**src/rtl/mips_alu_pkg.sv**
```systemverilog
// mips_alu_pkg: shared ALU op encoding and word width.
// Imported by the ALU and the control decoder.
package mips_alu_pkg;

    localparam int WORD_W = 32;

    typedef enum logic [2:0] {
        ALU_ADD = 3'b000,
        ALU_SUB = 3'b001,
        ALU_AND = 3'b010,
        ALU_OR  = 3'b011,
        ALU_SLT = 3'b100,
        ALU_SLL = 3'b101,
        ALU_SRL = 3'b110,
        ALU_NOR = 3'b111
    } alu_op_e;

endpackage

```
**src/rtl/mips_alu_core.sv**
```systemverilog
// mips_alu_core: combinational result, zero and overflow.
// Overflow output exists only when ALU_OVERFLOW_EN is defined.
module mips_alu_core
    import mips_alu_pkg::*;
#(
    parameter int WIDTH = WORD_W
) (
    input  logic [WIDTH-1:0] i_in1,
    input  logic [WIDTH-1:0] i_in2,
    input  logic [2:0]       i_op,
    input  logic [4:0]       i_shamt,
`ifdef ALU_OVERFLOW_EN
    output logic             o_ovf,
`endif
    output logic [WIDTH-1:0] o_result,
    output logic             o_zero
);

    logic [WIDTH-1:0] w_sum;
    logic [WIDTH-1:0] w_diff;
    logic             w_lt;

    assign w_sum  = i_in1 + i_in2;
    assign w_diff = i_in1 - i_in2;
    // True signed compare so SLT stays correct when SUB overflows
    assign w_lt   = $signed(i_in1) < $signed(i_in2);

    always_comb begin
        o_result = '0;
        case (alu_op_e'(i_op))
            ALU_ADD: o_result = w_sum;
            ALU_SUB: o_result = w_diff;
            ALU_AND: o_result = i_in1 & i_in2;
            ALU_OR:  o_result = i_in1 | i_in2;
            ALU_SLT: o_result = {{(WIDTH-1){1'b0}}, w_lt};
            ALU_SLL: o_result = i_in2 << i_shamt;
            ALU_SRL: o_result = i_in2 >> i_shamt;
            ALU_NOR: o_result = ~(i_in1 | i_in2);
            default: o_result = '0;
        endcase
    end

    assign o_zero = (o_result == '0);

`ifdef ALU_OVERFLOW_EN
    logic w_a_s;
    logic w_b_s;

    assign w_a_s = i_in1[WIDTH-1];
    assign w_b_s = i_in2[WIDTH-1];

    always_comb begin
        o_ovf = 1'b0;
        case (alu_op_e'(i_op))
            ALU_ADD: o_ovf = (w_a_s == w_b_s)
                           && (w_sum[WIDTH-1] != w_a_s);
            ALU_SUB: o_ovf = (w_a_s != w_b_s)
                           && (w_diff[WIDTH-1] != w_a_s);
            default: o_ovf = 1'b0;
        endcase
    end
`endif

endmodule

```
**src/rtl/mips_alu.sv**
```systemverilog
// mips_alu: registered 32-bit MIPS ALU, one cycle latency.
// Optional overflow port under ALU_OVERFLOW_EN.
module mips_alu
    import mips_alu_pkg::*;
#(
    parameter int WIDTH = WORD_W
) (
    input  logic             clk,
    input  logic             rst,
    input  logic             in_valid,
    input  logic [WIDTH-1:0] alu_in1,
    input  logic [WIDTH-1:0] alu_in2,
    input  logic [2:0]       alu_op,
    input  logic [4:0]       shamt,
`ifdef ALU_OVERFLOW_EN
    output logic             overflow,
`endif
    output logic             out_valid,
    output logic [WIDTH-1:0] alu_out,
    output logic             alu_zout
);

    logic [WIDTH-1:0] w_result;
    logic             w_zero;
    logic             r_valid;
    logic [WIDTH-1:0] r_out;
    logic             r_zout;

`ifdef ALU_OVERFLOW_EN
    logic w_ovf;
    logic r_ovf;
`endif

    mips_alu_core #(
        .WIDTH(WIDTH)
    ) u_core (
        .i_in1   (alu_in1),
        .i_in2   (alu_in2),
        .i_op    (alu_op),
        .i_shamt (shamt),
`ifdef ALU_OVERFLOW_EN
        .o_ovf   (w_ovf),
`endif
        .o_result(w_result),
        .o_zero  (w_zero)
    );

    always_ff @(posedge clk or posedge rst) begin
        if (rst) begin
            r_valid <= 1'b0;
            r_out   <= '0;
            r_zout  <= 1'b1;
        end else begin
            r_valid <= in_valid;
            if (in_valid) begin
                r_out  <= w_result;
                r_zout <= w_zero;
            end
        end
    end

`ifdef ALU_OVERFLOW_EN
    always_ff @(posedge clk or posedge rst) begin
        if (rst) begin
            r_ovf <= 1'b0;
        end else if (in_valid) begin
            r_ovf <= w_ovf;
        end
    end

    assign overflow = r_ovf;
`endif

    assign out_valid = r_valid;
    assign alu_out   = r_out;
    assign alu_zout  = r_zout;

endmodule

```
**config.mk**
```make
export PLATFORM = sky130hd
export DESIGN_NAME = mips_alu
export DESIGN_NICKNAME = d
export VERILOG_FILES = /design/src/rtl/mips_alu_pkg.sv /design/src/rtl/mips_alu_core.sv /design/src/rtl/mips_alu.sv
export SDC_FILE = /design/constraint.sdc
export NUM_CORES = 1
export LEC_CHECK = 0
export ABC_CLOCK_PERIOD_IN_PS = 1250
export BUFFER_PORTS_ARGS = -buffer_cell sky130_fd_sc_hd__buf_4
export CAP_MARGIN = 20
export CORE_MARGIN = 2
export CORE_UTILIZATION = 40
export DETAILED_ROUTE_END_ITERATION = 10
export GPL_TIMING_DRIVEN = 0
export HOLD_SLACK_MARGIN = 0.1
export SLEW_MARGIN = 25
export SYNTH_ARGS = -nofsm -noshare
export SYNTH_HDL_FRONTEND = slang
export SYNTH_SLANG_ARGS = --single-unit
```
**constraint.sdc**
```tcl
create_clock -name clk -period 1.25 [get_ports clk]
set_input_delay 0.0625 -clock clk [delete_from_list [all_inputs] [get_ports clk]]
set_output_delay 0.0625 -clock clk [all_outputs]
set_load 0.005 [all_outputs]
```
# Word level (Yosys, flattened, before mapping)
# Index checks and enable logic that the tools add are counted.
[op_classes]
n_mux = 1
eq_ne = 7
order_cmp = 1
bitwise = 3
shifts = 2
n_addsub = 2
reduce_logical = 2
[ops]
columns = ["cell", "count"]
rows = [
  ["$pmux 32 s8", 1],
  ["$add 32x32->32", 1],
  ["$and 32x32->32", 1],
  ["$logic_not 32->1", 1],
  ["$lt 32x32->1", 1],
  ["$not 32->32", 1],
  ["$or 32x32->32", 1],
  ["$shl 32x5->32", 1],
  ["$shr 32x5->32", 1],
  ["$sub 32x32->32", 1],
  ["$eq 3x3->1 const B", 4],
  ["$eq 3x2->1 const B", 2],
  ["$eq 3x1->1 const B", 1],
  ["$logic_not 3->1", 1],
]
[totals]
input_bits = 75
out_inout_bits = 34
elab_cells = 21
register_bits = 34

# Longest topological paths before layout
[depth]
depth_word = 4
depth_mapped = 16
depth_no_buf = 14

# By module
# From an unflattened synthesis, not the netlist that was laid out.
[hier_totals]
cells_unflattened = 1491
area_unflattened_um2 = 10925.5
[modules_own_cells]
columns = ["mod", "seq_area_each_um2", "area_per_inst_um2", "cells_each", "n_inst"]
rows = [
  ["mips_alu_core", 0.0, 9514.1, 1419, 1],
  ["mips_alu", 852.1, 1411.4, 72, 1],
]

# Least setup slack after synthesis
# Ideal clock, no wire load.
[synth_timing]
path_kind = "input-to-reg"
from = "in alu_in2[10]"
to = "reg r_zout (netlist: alu_zout)"
path_buffers = 2
t_required_ns = 1.153
path_stages = 14
t_arrival_ns = 3.183
setup_slack_ns = -2.031
setup_ns = 0.097
cell_sequence = "clkbuf_1 > inv_1 > ha_1 > buf_2 > or2_1 > or4_1 > nand3_1 > o21ai_1 > or3_1 > nor3b_1 > o311a_1 > a31oi_1 > o21ai_1 > o41ai_2"
[synth_via]
elab_chain_cells = 4
elab_cells_between_ends = 10
cone_classes = "add/sub: 2; order compare: 1; shift: 2; mux: 1; bitwise: 3; reduce/logical: 1"
[synth_lines]
columns = ["element", "line", "rtl"]
rows = [
  ["from (decl)", "mips_alu.sv:12", "input logic [WIDTH-1:0] alu_in2,"],
  ["parallel branches: the longest is 2 deep, another holds $sub 32x32->32", "n/a", ""],
  ["$pmux 32 s8 (*)", "mips_alu_core.sv:30", "case (alu_op_e'(i_op))"],
  ["$logic_not 32->1 (*)", "mips_alu_core.sv:43", "assign o_zero = (o_result == '0);"],
  ["to (signal assigned)", "mips_alu.sv:57", "r_zout <= w_zero;"],
  ["to (decl)", "mips_alu.sv:27", "logic r_zout;"],
]
# Every way passes the cells marked *.
# A chain may end at the register's enable or synchronous reset.

# Final worst setup path
[layout_timing]
from = "in shamt[1]"
to = "reg r_zout (netlist: alu_zout)"
[layout_via]
elab_chain_cells = 3
elab_cells_between_ends = 4
cone_classes = "shift: 2; mux: 1; reduce/logical: 1"
[layout_lines]
columns = ["element", "line", "rtl"]
rows = [
  ["from (decl)", "mips_alu.sv:14", "input logic [4:0] shamt,"],
  ["$shr 32x5->32 or $shl 32x5->32 (tied branches)", "mips_alu_core.sv:37, mips_alu_core.sv:36", ""],
  ["$pmux 32 s8 (*)", "mips_alu_core.sv:30", ""],
  ["$logic_not 32->1 (*)", "mips_alu_core.sv:43", ""],
]
# Every way passes the cells marked *; elsewhere a longest branch is shown, timed or not.

==> results.ini <==
[placed_design]
hpwl_mm=51.9
portBuffers=104
gp_congestion=1.12
post-place-ws_ns=-3.35
dp_cells=1927

[pwr]
p_total_w=0.0116
p_leak_nw=6.83
powerDensity_nw_per_um2=679
vdd_drop_max_mv=0.542

[min_path]
min-delay-start=in_valid
hold-path-cell-count=3
whs_endpoint=alu_out[9]$_DFFE_PP0P_
hp-class=in -> reg

[worst_setup_path]
cp_max_fo=8
worstSetupPathType=in -> reg
cpMostUsedCell=buf_6
cp.required_ns=1.44
reg2reg_slack_ns=0.40
r2r_cells=2
timing.rr.end=alu_out[9]$_DFFE_PP0P_
worstPathArrival_ns=3.52
worst_path_max_delay_cell=mux4_2
cp_slowest_stage_delay_ns=0.55
r2r-start=alu_out[9]$_DFFE_PP0P_
path_cells=buf_8, buf_12, buf_12, buf_12, mux4_2, mux2i_4, buf_6, buf_6, buf_6, buf_6, buf_6, o22ai_4, nor3_4, o311ai_4, a21oi_2, nand4_1, nor3b_2, nand4_1, o41ai_2
cp-start-kind=input pin
cp-end-kind=flop
cpLargestDelayFamily=simple AND/OR/NAND/NOR gates
crit_buf_inv=9

[routing]
vias=15000
drc=0
ant_nets=0
routed_wl_mm=68.1
wl_per_cell_um=32.6
dr.pass1.iters=5
drt_iter0_markers=2040
vias_per_cell=7.19

[sta]
fin_crit_sh_pct=267
period_needed_ns=3.34
whs_ns=0.197
max_freq_mhz=300
finalMaxSlewViolations=0
skew_ns=0
worstMarginPinSlew_ns=0.984
final-hold-violation-count=0
worst_slack_ns=-2.09
setup_viol=33
slew_headroom_pct=34.2
rsz0062_at_grt=yes

[floorplanning]
core-area_um2=27000
dieArea_um2=29000
ioPinCount=109
rows=60
dieWidth_um=170
die_h_um=170
start_util_pct=40.9

[yosys]
synth_ff_type=dfrtp_1
synth_nets=1655
yosys.cell_types.count=85
ys_ff_latch=34
ys_seq_area_share_pct=7.70
yosys_warnings=0
yosys-top-cells-area=ha_1 (11%), mux4_2 (9.4%), dfrtp_1 (7.5%)
synth_top_area_share_pct=10.9
synth_top_area_cell=ha_1
netlist_area_um2=11100
synthArstFlopShare_pct=100
avgSynthCellArea_um2=7.47
synth_edf_count=0
synthCells=1482

[clocking]
cts.sinks=34
clk_pin_slew_ns=0.06
htreeDepth=2
clk_path_buf_depth=2
cts_root_buffer=clkbuf_16
tritoncts=built
cts_made_buffers=5
clk_latency_ns=0.28

[layout]
syn_to_final_growth_pct=54.0
drive_above_1_share_pct=44.9
final_cells=2089
fin_util_pct=63.1
fin_nets=1919
nFillCells=2342

[run]
drv_cap=0

[status]
violations=setup timing
status=finished, violations left

[grt]
grt_pass1_wl_mm=95.0
antenna_found_initial=1
grt_max_degree=35
grt_pass1_vias=14000
grt_usage_pct=45.0
overflow=0

==> how the worst max path moves through the flow <==
stage / end / startpoint / slack (ns) / cells after the start
floorplan: alu_zout$_DFFE_PP1P_ / alu_in2[10] / -1.72 / 15
global placement: alu_zout$_DFFE_PP1P_ / shamt[2] / -3.39 / 14
detailed placement: alu_zout$_DFFE_PP1P_ / shamt[2] / -3.35 / 14
CTS: alu_zout$_DFFE_PP1P_ / shamt[1] / -2.02 / 14
global route: alu_zout$_DFFE_PP1P_ / shamt[1] / -2.28 / 16
finish: alu_zout$_DFFE_PP1P_ / shamt[1] / -2.09 / 19
==> where the power goes <==
part | internal [W] | leakage, nW | switching (W)
sequential | 0.00128 | 0.397 | 0.000107
clock | 0.000790 | 0.0739 | 0.000483
combinational | 0.00384 | 6.36 | 0.00507
==> metal layers <==
layer | global-route usage (%) | up-vias | wire length (um)
li1 | - | 6132 | -
met4 | 23.5 | 2 | 4690
met2 | 64.3 | 1316 | 27700
met5 | 1.74 | - | 62
met3 | 17.4 | 318 | 9480
met1 | 58.2 | 7254 | 26200
==> placed cells by master, fill, tap and decap left out, drive strengths merged, types with 19 or more instances in the layout <==
| cell type | netlist | routed |
|---|---|---|
| a211oi | 24 | 24 |
| a21oi | 126 | 126 |
| a22oi | 29 | 29 |
| buf | 49 | 318 |
| clkbuf | 76 | 69 |
| dfrtp | 33 | 33 |
| ha | 96 | 96 |
| inv | 106 | 97 |
| mux2 | 29 | 29 |
| mux2i | 68 | 68 |
| mux4 | 49 | 49 |
| nand2 | 114 | 114 |
| nand3 | 34 | 34 |
| nor2 | 146 | 146 |
| nor3 | 34 | 34 |
| o211ai | 23 | 23 |
| o21ai | 69 | 69 |
| o221ai | 19 | 19 |
| o31ai | 19 | 19 |
| xnor2 | 38 | 38 |
==> logic make-up after synthesis <==
family | share of synthesized area [%]
flops | 7.70
compound gates | 30.6
xor+xnor | 3.72
mux | 19.2
fa+ha+maj | 11.2
simple gates | 18.7
buf+inv | 8.81
==> synthesized netlist by cell type, types with 7 or more instances <==
library cell	instances
nor2_1	146
a21oi_1	126
nand2_1	114
inv_1	105
ha_1	96
clkbuf_1	76
mux2i_1	67
o21ai_0	66
mux4_2	46
xnor2_1	38
nand3_1	34
nor3_1	34
dfrtp_1	33
a22oi_1	29
mux2_2	29
buf_2	25
a211oi_1	24
o211ai_1	23
o221ai_1	19
o31ai_1	19
a31oi_1	17
nor2b_1	17
nand4_1	14
a22o_1	13
a21o_1	12
buf_1	12
nor4_1	12
a221oi_1	11
o22ai_1	11
a2111oi_0	10
and2_1	9
nand2b_1	9
o21a_1	9
o21bai_1	9
xor2_1	9
a32oi_1	8
or2_2	8
or3_1	8
a311oi_1	7
and3_1	7
or4_1	7
==> worst reg2reg max path, delay by kind of cell (launching register included) <==
family	cells	cell delay, ns
DFF	1	0.37
and+or+nand+nor	1	0.27
AOI/OAI and AO/OA	1	0.10
==> cell type report <==
type	instances	area (um^2)	share of cell area [%]
antenna	1	2.50	0.0147
buffer	122	1230	7.20
clock buffer	7	143	0.837
clock inverter	1	5.00	0.0294
inverter	106	502	2.94
multi-input combinational	1217	11600	67.8
sequential	34	852	5.00
tap	341	427	2.50
timing repair buffer	260	2330	13.7
==> metrics by stage <==
stage,setup TNS [ns],area (um^2)
finish,-41.23,17000
global route,-42.41,17000
global placement,-68.23,13000
floorplan,-31.14,11800
CTS,-38.15,15300
detailed placement,-66.83,13000
==> what timing repair did <==
item | CTS | global route
resized for setup | 332 | 277
pin swaps | 77 | 108
buffers inserted | 83 | 75
hold buffers | 2 | 0
setup endpoints to repair | 33 | 33
endpoints found under the hold margin | 34 | 0
==> sequential cells by signal (all words and copies together) (netlist names) <==
name       flops
alu_zout       1
out_valid      1
alu_out       32
Note: power is estimated with default switching activity, not from simulation.
